**src/rtl/uart_tx_mmio.sv**
```systemverilog
// uart_tx_mmio: memory-mapped 8N1 UART transmitter on the core's data-memory port.
// Stores to TXDATA queue bytes in a small circular FIFO. An IDLE/START/DATA/STOP
// FSM serialises each byte LSB first at a programmable bit period (DIV).
// STATUS and DIV read back combinationally in the same cycle.

module uart_tx_mmio #(
  parameter logic [31:0] BASE_ADDR   = 32'h1000_0000,
  parameter int          FIFO_DEPTH  = 8,
  parameter logic [15:0] DEFAULT_DIV = 16'd434
) (
  input  logic        clk,
  input  logic        rst_n,
  input  logic [31:0] addr,
  input  logic [31:0] data_wr,
  input  logic [3:0]  mask,
  input  logic        mem_write,
  input  logic        mem_read,
  output logic        sel,
  output logic [31:0] rd_data,
  output logic        tx
);

  localparam int                PTR_W    = $clog2(FIFO_DEPTH);
  localparam int                CNT_W    = PTR_W + 1;
  localparam logic [CNT_W-1:0]  DEPTH_C  = CNT_W'(FIFO_DEPTH);
  localparam logic [PTR_W-1:0]  LAST_PTR = PTR_W'(FIFO_DEPTH - 1);

  typedef enum logic [1:0] {
    IDLE  = 2'd0,
    START = 2'd1,
    DATA  = 2'd2,
    STOP  = 2'd3
  } state_t;

  state_t           state;
  state_t           state_nx;

  logic [7:0]       fifo_mem [FIFO_DEPTH];
  logic [PTR_W-1:0] wr_ptr;
  logic [PTR_W-1:0] rd_ptr;
  logic [CNT_W-1:0] count;
  logic             full;
  logic             empty;
  logic             overflow;

  logic [15:0]      div;
  logic [15:0]      div_wr_val;
  logic [15:0]      bit_div;
  logic [15:0]      bit_cnt;
  logic [2:0]       bit_idx;
  logic [7:0]       shift;
  logic             bit_done;
  logic             busy;

  logic [1:0]       reg_off;
  logic             wr_txdata;
  logic             wr_status_clr;
  logic             wr_div;
  logic             pop;
  logic             push;
  logic             drop;

  // Address bits below the word, the upper data lanes and the upper mask
  // lanes carry no meaning for this peripheral.
  logic             unused_bits;
  assign unused_bits = ^{addr[1:0], data_wr[31:16], mask[3:2]};

  assign sel     = (addr[31:4] == BASE_ADDR[31:4]);
  assign reg_off = addr[3:2];

  assign wr_txdata     = sel & mem_write & (reg_off == 2'd0) & mask[0];
  assign wr_status_clr = sel & mem_write & (reg_off == 2'd1) & mask[0] & data_wr[3];
  assign wr_div        = sel & mem_write & (reg_off == 2'd2);

  assign empty = (count == '0);
  assign full  = (count == DEPTH_C);
  assign busy  = (state != IDLE);

  // A byte leaves the FIFO only when the transmitter is idle. A push into a
  // full FIFO still succeeds if that same edge frees a slot.
  assign pop  = (state == IDLE) & ~empty;
  assign push = wr_txdata & (~full | pop);
  assign drop = wr_txdata & full & ~pop;

  assign bit_done = (bit_cnt == bit_div - 16'd1);

  assign div_wr_val = {mask[1] ? data_wr[15:8] : div[15:8],
                       mask[0] ? data_wr[7:0]  : div[7:0]};

  // Combinational read mux; reads never alter state.
  always_comb begin
    rd_data = '0;
    if (sel && mem_read) begin
      case (reg_off)
        2'd1:    rd_data = {16'b0, 8'(count), 4'b0, overflow, busy, empty, full};
        2'd2:    rd_data = {16'b0, div};
        default: rd_data = '0;
      endcase
    end
  end

  // FIFO storage; its contents need no reset because count gates every read.
  always_ff @(posedge clk) begin
    if (push) begin
      fifo_mem[wr_ptr] <= data_wr[7:0];
    end
  end

  // FIFO pointers and occupancy count, wrapping explicitly at the last entry.
  always_ff @(posedge clk) begin
    if (!rst_n) begin
      wr_ptr <= '0;
      rd_ptr <= '0;
      count  <= '0;
    end else begin
      if (push) begin
        wr_ptr <= (wr_ptr == LAST_PTR) ? '0 : wr_ptr + PTR_W'(1);
      end
      if (pop) begin
        rd_ptr <= (rd_ptr == LAST_PTR) ? '0 : rd_ptr + PTR_W'(1);
      end
      case ({push, pop})
        2'b10:   count <= count + CNT_W'(1);
        2'b01:   count <= count - CNT_W'(1);
        default: count <= count;
      endcase
    end
  end

  // Control registers: sticky overflow flag and bit period (zero coerced to 1).
  always_ff @(posedge clk) begin
    if (!rst_n) begin
      overflow <= 1'b0;
      div      <= DEFAULT_DIV;
    end else begin
      if (drop) begin
        overflow <= 1'b1;
      end else if (wr_status_clr) begin
        overflow <= 1'b0;
      end
      if (wr_div) begin
        div <= (div_wr_val == 16'd0) ? 16'd1 : div_wr_val;
      end
    end
  end

  // FSM state register.
  always_ff @(posedge clk) begin
    if (!rst_n) begin
      state <= IDLE;
    end else begin
      state <= state_nx;
    end
  end

  // Next-state logic and the serial line value decoded from the current state.
  always_comb begin
    state_nx = state;
    tx       = 1'b1;
    case (state)
      IDLE: begin
        if (pop) begin
          state_nx = START;
        end
      end
      START: begin
        tx = 1'b0;
        if (bit_done) begin
          state_nx = DATA;
        end
      end
      DATA: begin
        tx = shift[0];
        if (bit_done && (bit_idx == 3'd7)) begin
          state_nx = STOP;
        end
      end
      STOP: begin
        if (bit_done) begin
          state_nx = IDLE;
        end
      end
      default: state_nx = IDLE;
    endcase
  end

  // Bit timer and shifter. The divider is latched at frame start so a DIV
  // write during a frame only affects the following frames.
  always_ff @(posedge clk) begin
    if (!rst_n) begin
      bit_cnt <= '0;
      bit_idx <= '0;
      shift   <= '0;
      bit_div <= DEFAULT_DIV;
    end else if (pop) begin
      shift   <= fifo_mem[rd_ptr];
      bit_div <= div;
      bit_cnt <= '0;
      bit_idx <= '0;
    end else if (state != IDLE) begin
      if (bit_done) begin
        bit_cnt <= '0;
        if (state == DATA) begin
          shift   <= {1'b0, shift[7:1]};
          bit_idx <= bit_idx + 3'd1;
        end
      end else begin
        bit_cnt <= bit_cnt + 16'd1;
      end
    end
  end

endmodule

```
**config.mk**
```make
export PLATFORM = sky130hd
export DESIGN_NAME = uart_tx_mmio
export DESIGN_NICKNAME = d
export VERILOG_FILES = /design/src/rtl/uart_tx_mmio.sv
export SDC_FILE = /design/constraint.sdc
export NUM_CORES = 1
export LEC_CHECK = 0
export BUFFER_PORTS_ARGS = -buffer_cell sky130_fd_sc_hd__buf_4
export CORE_MARGIN = 2
export CORE_UTILIZATION = 30
export CTS_BUF_LIST = sky130_fd_sc_hd__clkbuf_8 sky130_fd_sc_hd__clkbuf_16
export CTS_CLUSTER_SIZE = 10
export DETAILED_ROUTE_END_ITERATION = 12
export HOLD_SLACK_MARGIN = 0.05
export MAX_ROUTING_LAYER = met4
export PLACE_DENSITY = 0.58
export SLEW_MARGIN = 20
export SYNTH_ARGS = -nofsm -noshare
export SYNTH_HDL_FRONTEND = slang
export SYNTH_SLANG_ARGS = --single-unit
```
**constraint.sdc**
```tcl
create_clock -name clk -period 2.95 [get_ports clk]
set_input_delay 0.4425 -clock clk [delete_from_list [all_inputs] [get_ports clk]]
set_output_delay 0.4425 -clock clk [all_outputs]
set_load 0.03 [all_outputs]
```
==> impl_metrics.env, run 1 <==
export IMPL_worst_slew_pin_slew_ns=0.694
export IMPL_critical_path_arrival_ns=3.15
export IMPL_reg2reg_to="state[1]"
export IMPL_synth_top_family_by_area="simple AND/OR/NAND/NOR gates"
export IMPL_chipWidth_um=153
export IMPL_nFillCells=2134
export IMPL_layout_drive_gt1_share=0.223
export IMPL_ys_flop_type="dfxtp_1"
export IMPL_synthSimpleGateAreaFrac=0.179
export IMPL_synth_area_mm2=0.00668
export IMPL_clockRootBuffer="clkbuf_16"
export IMPL_rr_startpoint="bit_div[0]"
export IMPL_required_ns=3.29
export IMPL_area_growth_pct=22.5
export IMPL_irDropWorstVdd_uv=490
export IMPL_placed_cells=961
export IMPL_drc=0
export IMPL_final_common_cell="buf_4"
export IMPL_fin_crit_ns=2.81
export IMPL_synth_top_area_frac=0.288
export IMPL_dp_hpwl_um=10200
export IMPL_clock_latency_ns=0.42
export IMPL_r2r_cells=9
export IMPL_synthDistinctLibCells=59
export IMPL_dieArea_mm2=0.0235
export IMPL_clkTransAtPathRegs_ns=0.06
export IMPL_rsz0062_at_grt="false"
export IMPL_via_per_inst=4.73
export IMPL_hp_class="input port to register"
export IMPL_slew_viol_final=0
export IMPL_period_share=0.951
export IMPL_synthTopCellsByArea="edfxtp_1 29%, dfxtp_1 22%, mux4_2 5.4%"
export IMPL_firstDrtPassIters=4
export IMPL_critPathCapture="state[1]"
export IMPL_coreArea_mm2=0.0218
export IMPL_ys_ff_latch=139
export IMPL_cts_tree="built"
export IMPL_nets=790
export IMPL_synth_compound_gate_area_share=0.0841
export IMPL_setup_viol_count_final=0
export IMPL_drtIter0Drc=222
export IMPL_wire_per_inst_um=14.4
export IMPL_ys_seq_area_frac=0.512
export IMPL_synth_avg_cell_area_um2=10.9
export IMPL_synthAdderAreaFrac=0.0348
export IMPL_grt_usage=0.128
export IMPL_drt_wl_total_um=14300
export IMPL_row_count=54
export IMPL_hold_viol_final=0
export IMPL_place_port_buffers=69
export IMPL_power_per_cell_area_mw_per_mm2=732
export IMPL_grt_pass1_vias=4534
export IMPL_start_util=0.306
export IMPL_leakagePower_nw=3.03
export IMPL_cts_max_level=4
export IMPL_fmax_mhz=356
export IMPL_r2r_slack_ns=0.14
export IMPL_grt_pass1_wl_um=23200
export IMPL_num_antenna_cells=0
export IMPL_grt_overflow=0
export IMPL_finClkSkew_ns=0.00855
export IMPL_numCtsBuffers=17
export IMPL_critPathLaunch="bit_div[0]"
export IMPL_finalSetupTns_ns=0
export IMPL_vias=4691
export IMPL_cts_path_max_buffers=2
export IMPL_cp_max_fo=4
export IMPL_endpoint_kind="register"
export IMPL_layout_cells_non_filler=992
export IMPL_numClockSinks=139
export IMPL_async_flop_share=0
export IMPL_gp_congestion=0.808
export IMPL_critPathKind="register to register"
export IMPL_synth_edff_count=64
export IMPL_postSynthCellCount=615
export IMPL_postCtsSetupBuffers=0
export IMPL_relSlewSlack=0.537
export IMPL_yosys_mux_area_fraction=0.0927
export IMPL_num_io_pins=106
export IMPL_yosys_warnings=0
export IMPL_die_y_um=153
export IMPL_antenna_found_initial=0
export IMPL_synth_xor_area_share=0.0524
export IMPL_outcome="finished, final reports clean"
export IMPL_ant_nets=0
export IMPL_most_common_layout_cells="93 x buf_4, 75 x dfxtp_1, 64 x edfxtp_1"
export IMPL_maxCapViolations=0
export IMPL_critPathLaunchType="register"
export IMPL_yosys_area_top_type="edfxtp_1"
export IMPL_grt_max_degree=57
## cell type report
| type | instances | area [µm²] | share of cell area |
|---|---|---|---|
| Clock inverter | 14 | 168 | 0.0205 |
| Tap cell | 280 | 350 | 0.0428 |
| Multi-Input combinational cell | 431 | 3040 | 0.371 |
| Inverter | 17 | 63.8 | 0.00779 |
| Timing Repair Buffer | 94 | 718 | 0.0877 |
| Sequential cell | 139 | 3420 | 0.418 |
| Clock buffer | 17 | 425 | 0.0519 |
## synthesized netlist by cell type, types with 9 or more instances
master / number
nand3_1: 24
dfxtp_1: 75
nor4_1: 15
inv_1: 17
mux4_2: 16
xor2_1: 24
clkbuf_1: 22
edfxtp_1: 64
a21oi_1: 20
mux2i_1: 18
a21boi_0: 19
nand2b_1: 13
nand2_1: 63
ha_1: 17
nand4_1: 9
nor2_1: 47
nor3_1: 14
o21ai_0: 10
xnor2_1: 16
buf_4: 16
and2_1: 10
nor2b_1: 13
## stage by stage
step | cell area [µm²] | util | setup slack, ns | total power, mW | hold WS, ns
after floorplan | 6750 | - | 0.0525 | 3.48 | 0.457
after global placement | 7590 | 0.348 | 0.100 | 3.89 | 0.469
after detailed placement | 7590 | 0.348 | 0.0712 | 3.91 | 0.472
after CTS | 8180 | 0.375 | 0.0590 | 6.07 | 0.245
after global routing | 8190 | 0.375 | 0.00287 | 6.34 | 0.270
final | 8190 | 0.375 | 0.145 | 6.00 | 0.263
## critical path: stages, from the launching register on
cell       delay (ns)
dfxtp_1          0.33
or4_4            0.56
or4_1            0.52
a21o_1           0.20
a22oi_2          0.18
nand4_2          0.16
buf_4            0.19
a21oi_1          0.20
a2bb2oi_2        0.20
mux2i_1          0.19
## how the worst min path moves through the flow
stage | cells after the start | start | end | slack (ns)
6_report | 3 | data_wr[8] | div[8] | 0.26
5_1_grt | 3 | data_wr[8] | div[8] | 0.27
4_1_cts | 3 | data_wr[8] | div[8] | 0.25
3_5_place_dp | 2 | bit_div[15] | bit_div[15] | 0.47
3_3_place_gp | 2 | bit_div[15] | bit_div[15] | 0.47
2_1_floorplan | 2 | bit_div[15] | bit_div[15] | 0.46
## metal layers
metal	GRT usage	part of all wire	up-vias
met5	-	0	-
met2	0.208	0.48	90
li1	-	-	2365
met1	0.158	0.47	2224
met4	0.0441	0.013	0
met3	0.0286	0.031	12
## report_power, final
part | switching (mW) | total [mW] | internal (mW)
sequential | 0.164 | 2.32 | 2.15
clock | 0.817 | 2.14 | 1.33
combinational | 0.814 | 1.54 | 0.722
## timing repair
item                                    CTS  global route
gates resized for setup                   0             2
hold buffers                              0             0
endpoints found under the setup margin    0            11
## sequential cells by signal, indices dropped and copies added (netlist names), named ones only
register,flops
rd_ptr,3
state,2
overflow,1
count,4
bit_cnt,16
wr_ptr,3
div,16
bit_div,16
bit_idx,3
shift,8
fifo_mem,64
## logic make-up after synthesis
kind of cell,after synthesis
mux,41
other cells,1
simple gates,234
flops,139
buf+inv,60
fa+ha+maj,18
compound gates,82
xor+xnor,40
(Power assumes the default switching activity.)
==> inputs of run 2 (changes only) <==
--- a/config.mk
+++ b/config.mk
@@ -6,6 +6,8 @@
 export NUM_CORES = 1
 export LEC_CHECK = 0
 export BUFFER_PORTS_ARGS = -buffer_cell sky130_fd_sc_hd__buf_4
+export CELL_PAD_IN_SITES_DETAIL_PLACEMENT = 1
+export CELL_PAD_IN_SITES_GLOBAL_PLACEMENT = 1
 export CORE_MARGIN = 2
 export CORE_UTILIZATION = 30
 export CTS_BUF_LIST = sky130_fd_sc_hd__clkbuf_8 sky130_fd_sc_hd__clkbuf_16
@@ -13,7 +15,7 @@
 export DETAILED_ROUTE_END_ITERATION = 12
 export HOLD_SLACK_MARGIN = 0.05
 export MAX_ROUTING_LAYER = met4
-export PLACE_DENSITY = 0.58
+export PLACE_DENSITY = 0.69
 export SLEW_MARGIN = 20
 export SYNTH_ARGS = -nofsm -noshare
 export SYNTH_HDL_FRONTEND = slang
==> run 2 against run 1 <==
Clock power is 4% higher. Cell area is 1.3% higher. Global-route usage is 1.9 points higher. Register-to-register slack hardly changed. Routed wire length is 17% higher. Sequential cell count stayed put. Non-clock buffer count is 2 higher. Core utilization is 0.48 points higher. Sequential power hardly changed. Via count is 3.5% higher.
==> impl_metrics.env, run 2 (same netlist as run 1, synthesis figures left out) <==
export IMPL_drt_wl_total_um=16700
export IMPL_nets=792
export IMPL_relSlewSlack=0.512
export IMPL_hold_viol_final=0
export IMPL_p_sw_frac=0.314
export IMPL_slew_viol_final=0
export IMPL_critical_path_arrival_ns=3.11
export IMPL_hp_class="input port to register"
export IMPL_total_power_mw=6.17
export IMPL_num_io_pins=106
export IMPL_layout_drive_gt1_share=0.239
export IMPL_antenna_found_initial=0
export IMPL_worst_slew_pin_slew_ns=0.731
export IMPL_critPathKind="register to register"
export IMPL_largest_register_ffs=64
export IMPL_area_growth_pct=24.1
export IMPL_critPathLaunchType="register"
export IMPL_drtIter0Drc=227
export IMPL_cp_max_fo=5
export IMPL_final_common_cell="buf_4"
export IMPL_required_ns=3.25
export IMPL_holdPathStages=3
export IMPL_worstHoldEndpoint="div[8]"
export IMPL_irDropWorstVdd_uv=444
export IMPL_grt_max_degree=57
export IMPL_coreArea_mm2=0.0218
export IMPL_wire_per_inst_um=16.7
export IMPL_power_per_cell_area_mw_per_mm2=744
export IMPL_grt_overflow=0
export IMPL_fin_crit_ns=2.82
export IMPL_grt_pass1_vias=5111
export IMPL_dieArea_mm2=0.0235
export IMPL_p_sw_mw=1.94
export IMPL_vias=4857
export IMPL_cts_max_level=4
export IMPL_clkTransAtPathRegs_ns=0.06
export IMPL_gp_congestion=0.756
export IMPL_top_register="fifo_mem"
export IMPL_dp_hpwl_um=11600
export IMPL_die_y_um=153
export IMPL_grt_usage=0.147
export IMPL_endpoint_kind="register"
export IMPL_clockRootBuffer="clkbuf_16"
export IMPL_nFillCells=2420
export IMPL_maxCapViolations=0
export IMPL_clock_latency_ns=0.42
export IMPL_fin_ws_ns=0.133
export IMPL_place_port_buffers=69
export IMPL_start_util=0.306
export IMPL_p_comb_frac=0.262
export IMPL_chipWidth_um=153
export IMPL_power_frac_seq=0.377
export IMPL_ant_nets=0
export IMPL_r2r_cells=9
export IMPL_postCtsSetupBuffers=0
export IMPL_via_per_inst=4.88
export IMPL_fmax_mhz=355
export IMPL_hp_start="data_wr[8]"
export IMPL_firstDrtPassIters=4
export IMPL_finClkSkew_ns=0.00723
export IMPL_p_int_mw=4.23
export IMPL_most_common_layout_cells="94 x buf_4, 73 x dfxtp_1, 64 x edfxtp_1"
export IMPL_drc=0
export IMPL_numClockSinks=139
export IMPL_power_frac_clock=0.361
export IMPL_row_count=54
export IMPL_rr_startpoint="bit_div[1]"
export IMPL_dp_slack_ns=0.0141
export IMPL_leakagePower_nw=3.08
export IMPL_period_share=0.955
export IMPL_cts_tree="built"
export IMPL_numCtsBuffers=17
export IMPL_r2r_slack_ns=0.13
export IMPL_outcome="finished, final reports clean"
export IMPL_cts_path_max_buffers=2
export IMPL_setup_viol_count_final=0
export IMPL_reg2reg_to="shift[2]"
export IMPL_grt_pass1_wl_um=26800
export IMPL_num_antenna_cells=0
export IMPL_ctsHoldBuffers=0
run 2: what timing repair did:
action,4_1_cts,5_1_grt
setup endpoints to repair,2,12
cloned,0,1
gates resized for setup,1,13
pin swaps,1,8
endpoints found under the hold margin,0,0
run 2: per-stage QoR:
step / util / hold WS, ns / cell area [µm²] / TNS (ns) / instances
after floorplan: - / 0.457 / 6750 / 0 / 630
after global placement: 0.348 / 0.468 / 7590 / 0 / 962
after detailed placement: 0.348 / 0.482 / 7590 / 0 / 962
after CTS: 0.376 / 0.248 / 8210 / 0 / 994
after global routing: 0.380 / 0.273 / 8300 / -0.0239 / 995
final: 0.380 / 0.259 / 8300 / 0 / 995
run 2: layout make-up:
class                      instances  area [µm²]  area share
multi-input combinational        431        3090       0.373
sequential                       139        3430       0.413
tap                              280         350      0.0422
inverter                          17        63.8     0.00769
timing repair buffer              96         751      0.0905
clock inverter                    15         185      0.0223
clock buffer                      17         425      0.0513
run 2: layer usage:
metal | global-route usage | vias up | wire length [µm]
met2 | 0.246 | 92 | 8360
met3 | 0.0298 | 16 | 538
li1 | - | 2365 | -
met5 | - | - | 0
met4 | 0.0454 | 0 | 205
met1 | 0.180 | 2384 | 7550
run 2: how the worst max path moves through the flow:
stage,from,depth (start not counted),endpoint,slack [ns]
floorplan,addr[16],8,fifo_mem[4][0],0.05
global placement,bit_div[0],9,state[1],0.09
detailed placement,bit_div[0],9,state[1],0.01
CTS,bit_div[0],9,shift[6],0.006
global route,bit_div[1],11,bit_idx[1],-0.02
finish,bit_div[1],9,shift[2],0.13
run 2: worst max-delay path: stages (launching register included):
cell and delay (ns):
dfxtp_2 0.34, or4_4 0.54, or4_4 0.49, a21o_1 0.18, a22oi_2 0.21, nand4_4 0.15, nor3b_4 0.33, clkbuf_16 0.21
mux2i_1 0.17, a21oi_1 0.08
run 2: power groups by stage:
stage / clock (mW) / sequential (mW) / combinational, mW
finish: 2.23 / 2.33 / 1.62
global route: 2.35 / 2.35 / 1.79
CTS: 2.26 / 2.32 / 1.61
detailed placement: 0 / 2.36 / 1.58
global placement: 0 / 2.36 / 1.54
floorplan: 0 / 2.28 / 1.19
==> inputs of run 3 (changes only) <==
--- a/config.mk
+++ b/config.mk
@@ -5,6 +5,7 @@
 export SDC_FILE = /design/constraint.sdc
 export NUM_CORES = 1
 export LEC_CHECK = 0
+export ABC_AREA = 1
 export BUFFER_PORTS_ARGS = -buffer_cell sky130_fd_sc_hd__buf_4
 export CELL_PAD_IN_SITES_DETAIL_PLACEMENT = 1
 export CELL_PAD_IN_SITES_GLOBAL_PLACEMENT = 1
@@ -15,7 +16,7 @@
 export DETAILED_ROUTE_END_ITERATION = 12
 export HOLD_SLACK_MARGIN = 0.05
 export MAX_ROUTING_LAYER = met4
-export PLACE_DENSITY = 0.69
+export PLACE_DENSITY = 0.71
 export SLEW_MARGIN = 20
 export SYNTH_ARGS = -nofsm -noshare
 export SYNTH_HDL_FRONTEND = slang
==> run 3 against run 2 <==
Sequential share of layout area down 2.2 points. Count of clock-buffer cells in the layout unchanged. Global-route usage up 1.8 points. Worst setup slack better by 0.29 ns. Register-to-register slack better by 0.29 ns. Sequential power down 14%. Sequential cell count unchanged. First-iteration DRC count up 30%. Highest routed layer unchanged. Combinational power down 89%. Clock skew up 0.0032 ns. Via count up 30%. Fmax up 12%.
==> impl_metrics.env, run 3 <==
export IMPL_grt_max_degree=51
export IMPL_ant_nets=0
export IMPL_dieArea_mm2=0.0257
export IMPL_gp_congestion=0.811
export IMPL_largest_register_ffs=64
export IMPL_ctsResizeCount=0
export IMPL_grt_overflow=0
export IMPL_synth_avg_cell_area_um2=8.18
export IMPL_ys_flop_type="dfxtp_1"
export IMPL_hp_class="input port to register"
export IMPL_postSynthCellCount=896
export IMPL_post_dp_cell_area_mm2=0.00821
export IMPL_period_share=0.855
export IMPL_critPathLaunchType="register"
export IMPL_die_y_um=160
export IMPL_top_register="fifo_mem"
export IMPL_synthTopCellsByArea="edfxtp_1 26%, dfxtp_1 20%, nand2_1 8.4%"
export IMPL_nFillCells=2915
export IMPL_cp_cell_sequence="inv_1 -> ha_1 -> nand2_1 -> nand2_1 -> nor2_1 -> nand2_1 -> nor2_1 -> nand2_1 -> nor2_1 -> nand2_1 -> nor2_4 -> nand2_4 -> o21ai_4 -> nor3_1"
export IMPL_wire_per_inst_um=15.3
export IMPL_cts_path_max_buffers=2
export IMPL_drtIter0Drc=296
export IMPL_yosys_warnings=0
export IMPL_drt_wl_total_um=20000
export IMPL_row_count=57
export IMPL_numClockSinks=139
export IMPL_fin_area_mm2=0.00876
export IMPL_slew_viol_final=0
export IMPL_endpoint_kind="register"
export IMPL_numCtsBuffers=17
export IMPL_clkTransAtPathRegs_ns=0.06
export IMPL_ys_seq_area_frac=0.467
export IMPL_async_flop_share=0
export IMPL_slowest_stage="o21ai_4"
export IMPL_grt_pass1_wl_um=32900
export IMPL_rsz0062_at_grt="false"
export IMPL_antenna_found_initial=0
export IMPL_finalSetupTns_ns=0
export IMPL_max_stage_delay_ns=0.47
export IMPL_cts_tree="built"
export IMPL_place_port_buffers=69
export IMPL_area_growth_pct=19.5
export IMPL_placed_cells=1277
export IMPL_clock_latency_ns=0.43
export IMPL_cp_max_fo=15
export IMPL_crit_top_cell="nand2_1"
export IMPL_outcome="finished, final reports clean"
export IMPL_finClkSkew_ns=0.0104
export IMPL_power_per_cell_area_mw_per_mm2=484
export IMPL_final_common_cell="nand2_1"
export IMPL_path_buf_inv=1
export IMPL_vias=6327
export IMPL_synthDistinctLibCells=52
export IMPL_coreArea_mm2=0.0242
export IMPL_critPathKind="register to register"
export IMPL_grt_pass1_vias=6466
export IMPL_leakagePower_nw=3.39
export IMPL_ctsHoldBuffers=0
export IMPL_layout_cells_non_filler=1309
export IMPL_fin_crit_ns=2.52
export IMPL_cp_top_family="simple AND/OR/NAND/NOR gates"
export IMPL_setup_viol_count_final=0
export IMPL_cts_max_level=4
export IMPL_num_antenna_cells=0
export IMPL_drc=0
export IMPL_ys_ff_latch=139
export IMPL_nets=1062
export IMPL_fmax_mhz=396
export IMPL_start_util=0.303
export IMPL_clockRootBuffer="clkbuf_16"
export IMPL_grt_usage=0.165
export IMPL_yosys_area_top_type="edfxtp_1"
export IMPL_critical_path_arrival_ns=2.81
export IMPL_maxCapViolations=0
export IMPL_num_io_pins=106
export IMPL_ys_top_cells_by_count="164 x nand2_1, 105 x nor2_1, 90 x inv_1"
export IMPL_synth_most_common_cell="nand2_1"
export IMPL_chipWidth_um=160
export IMPL_synth_area_mm2=0.00733
export IMPL_dp_hpwl_um=14700
export IMPL_postCtsSetupBuffers=0
export IMPL_hold_viol_final=0
export IMPL_irDropWorstVdd_uv=343
export IMPL_synth_top_area_frac=0.262
export IMPL_required_ns=3.24
export IMPL_via_per_inst=4.83
export IMPL_synth_edff_count=64
export IMPL_firstDrtPassIters=4
export IMPL_worst_slew_pin_slew_ns=0.771
export IMPL_relSlewSlack=0.486
export IMPL_layout_drive_gt1_share=0.157
export IMPL_most_common_layout_cells="164 x nand2_1, 105 x nor2_1, 90 x inv_1"
## run 3: cell types whose count changed in the layout (fill, tap and decap cells not counted), sizes merged, moves of 12 or more
cell,previous run,this run
nand2,63,170
inv,23,102
nor2,47,121
o21ai,10,74
a21oi,20,52
a21boi,21,1
nand3,24,42
nor3,14,31
mux4,16,0
nor2b,13,0
nand2b,13,1
## run 3: area by class of cell
cell class              count  area (µm²)  share of cell area
flip-flops and latches    139        3420               0.391
multi-input cells         633        3370               0.384
repair buffers             88         661              0.0754
clock buffers              17         425              0.0486
well taps                 324         405              0.0463
inverters                  93         349              0.0399
clock inverters            15         126              0.0144
## run 3: path summary, 6_finish.rpt
check | from | endpoint | cells after the start | slack, ns
max reg2reg | bit_div[0] | bit_cnt[13] | 14 | 0.43
min reg2reg | bit_idx[2] | bit_idx[2] | 2 | 0.45
min | data_wr[6] | fifo_mem[0][6] | 1 | 0.27
max | bit_div[0] | bit_cnt[13] | 14 | 0.43
## run 3: through the flow
step	power, mW	hold WS [ns]	utilization	setup WS [ns]
2_1_floorplan	2.16	0.427	-	0.0114
3_3_place_gp	2.24	0.435	0.339	0.238
3_5_place_dp	2.24	0.449	0.339	0.213
4_1_cts	4.27	0.256	0.362	0.370
5_1_grt	4.36	0.264	0.362	0.111
6_report	4.24	0.271	0.362	0.427
## run 3: worst register-to-register path, cell delays in order, from the launching register on
cell and delay [ns]:
dfxtp_1 0.36, inv_1 0.09, ha_1 0.32, nand2_1 0.08
nand2_1 0.05, nor2_1 0.15, nand2_1 0.09, nor2_1 0.12
nand2_1 0.06, nor2_1 0.11, nand2_1 0.09, nor2_4 0.16
nand2_4 0.10, o21ai_4 0.47, nor3_1 0.13
## run 3: routing by layer
metal  GRT usage  share of wire
met1       0.197           0.45
met2       0.279           0.49
met3      0.0341          0.044
met4      0.0557          0.017
met5           -              0
## run 3: logic make-up after synthesis
family	synth area share
flops	0.467
compound gates	0.123
other cells	0.000512
mux	0.0179
simple gates	0.253
xor+xnor	0.0251
fa+ha+maj	0.0318
buf+inv	0.0818
## run 3: where the power goes
part           internal (mW)  total, mW  switching, mW
clock network           1.11       2.04          0.931
logic                 0.0659      0.184          0.118
registers               2.01       2.01        0.00100
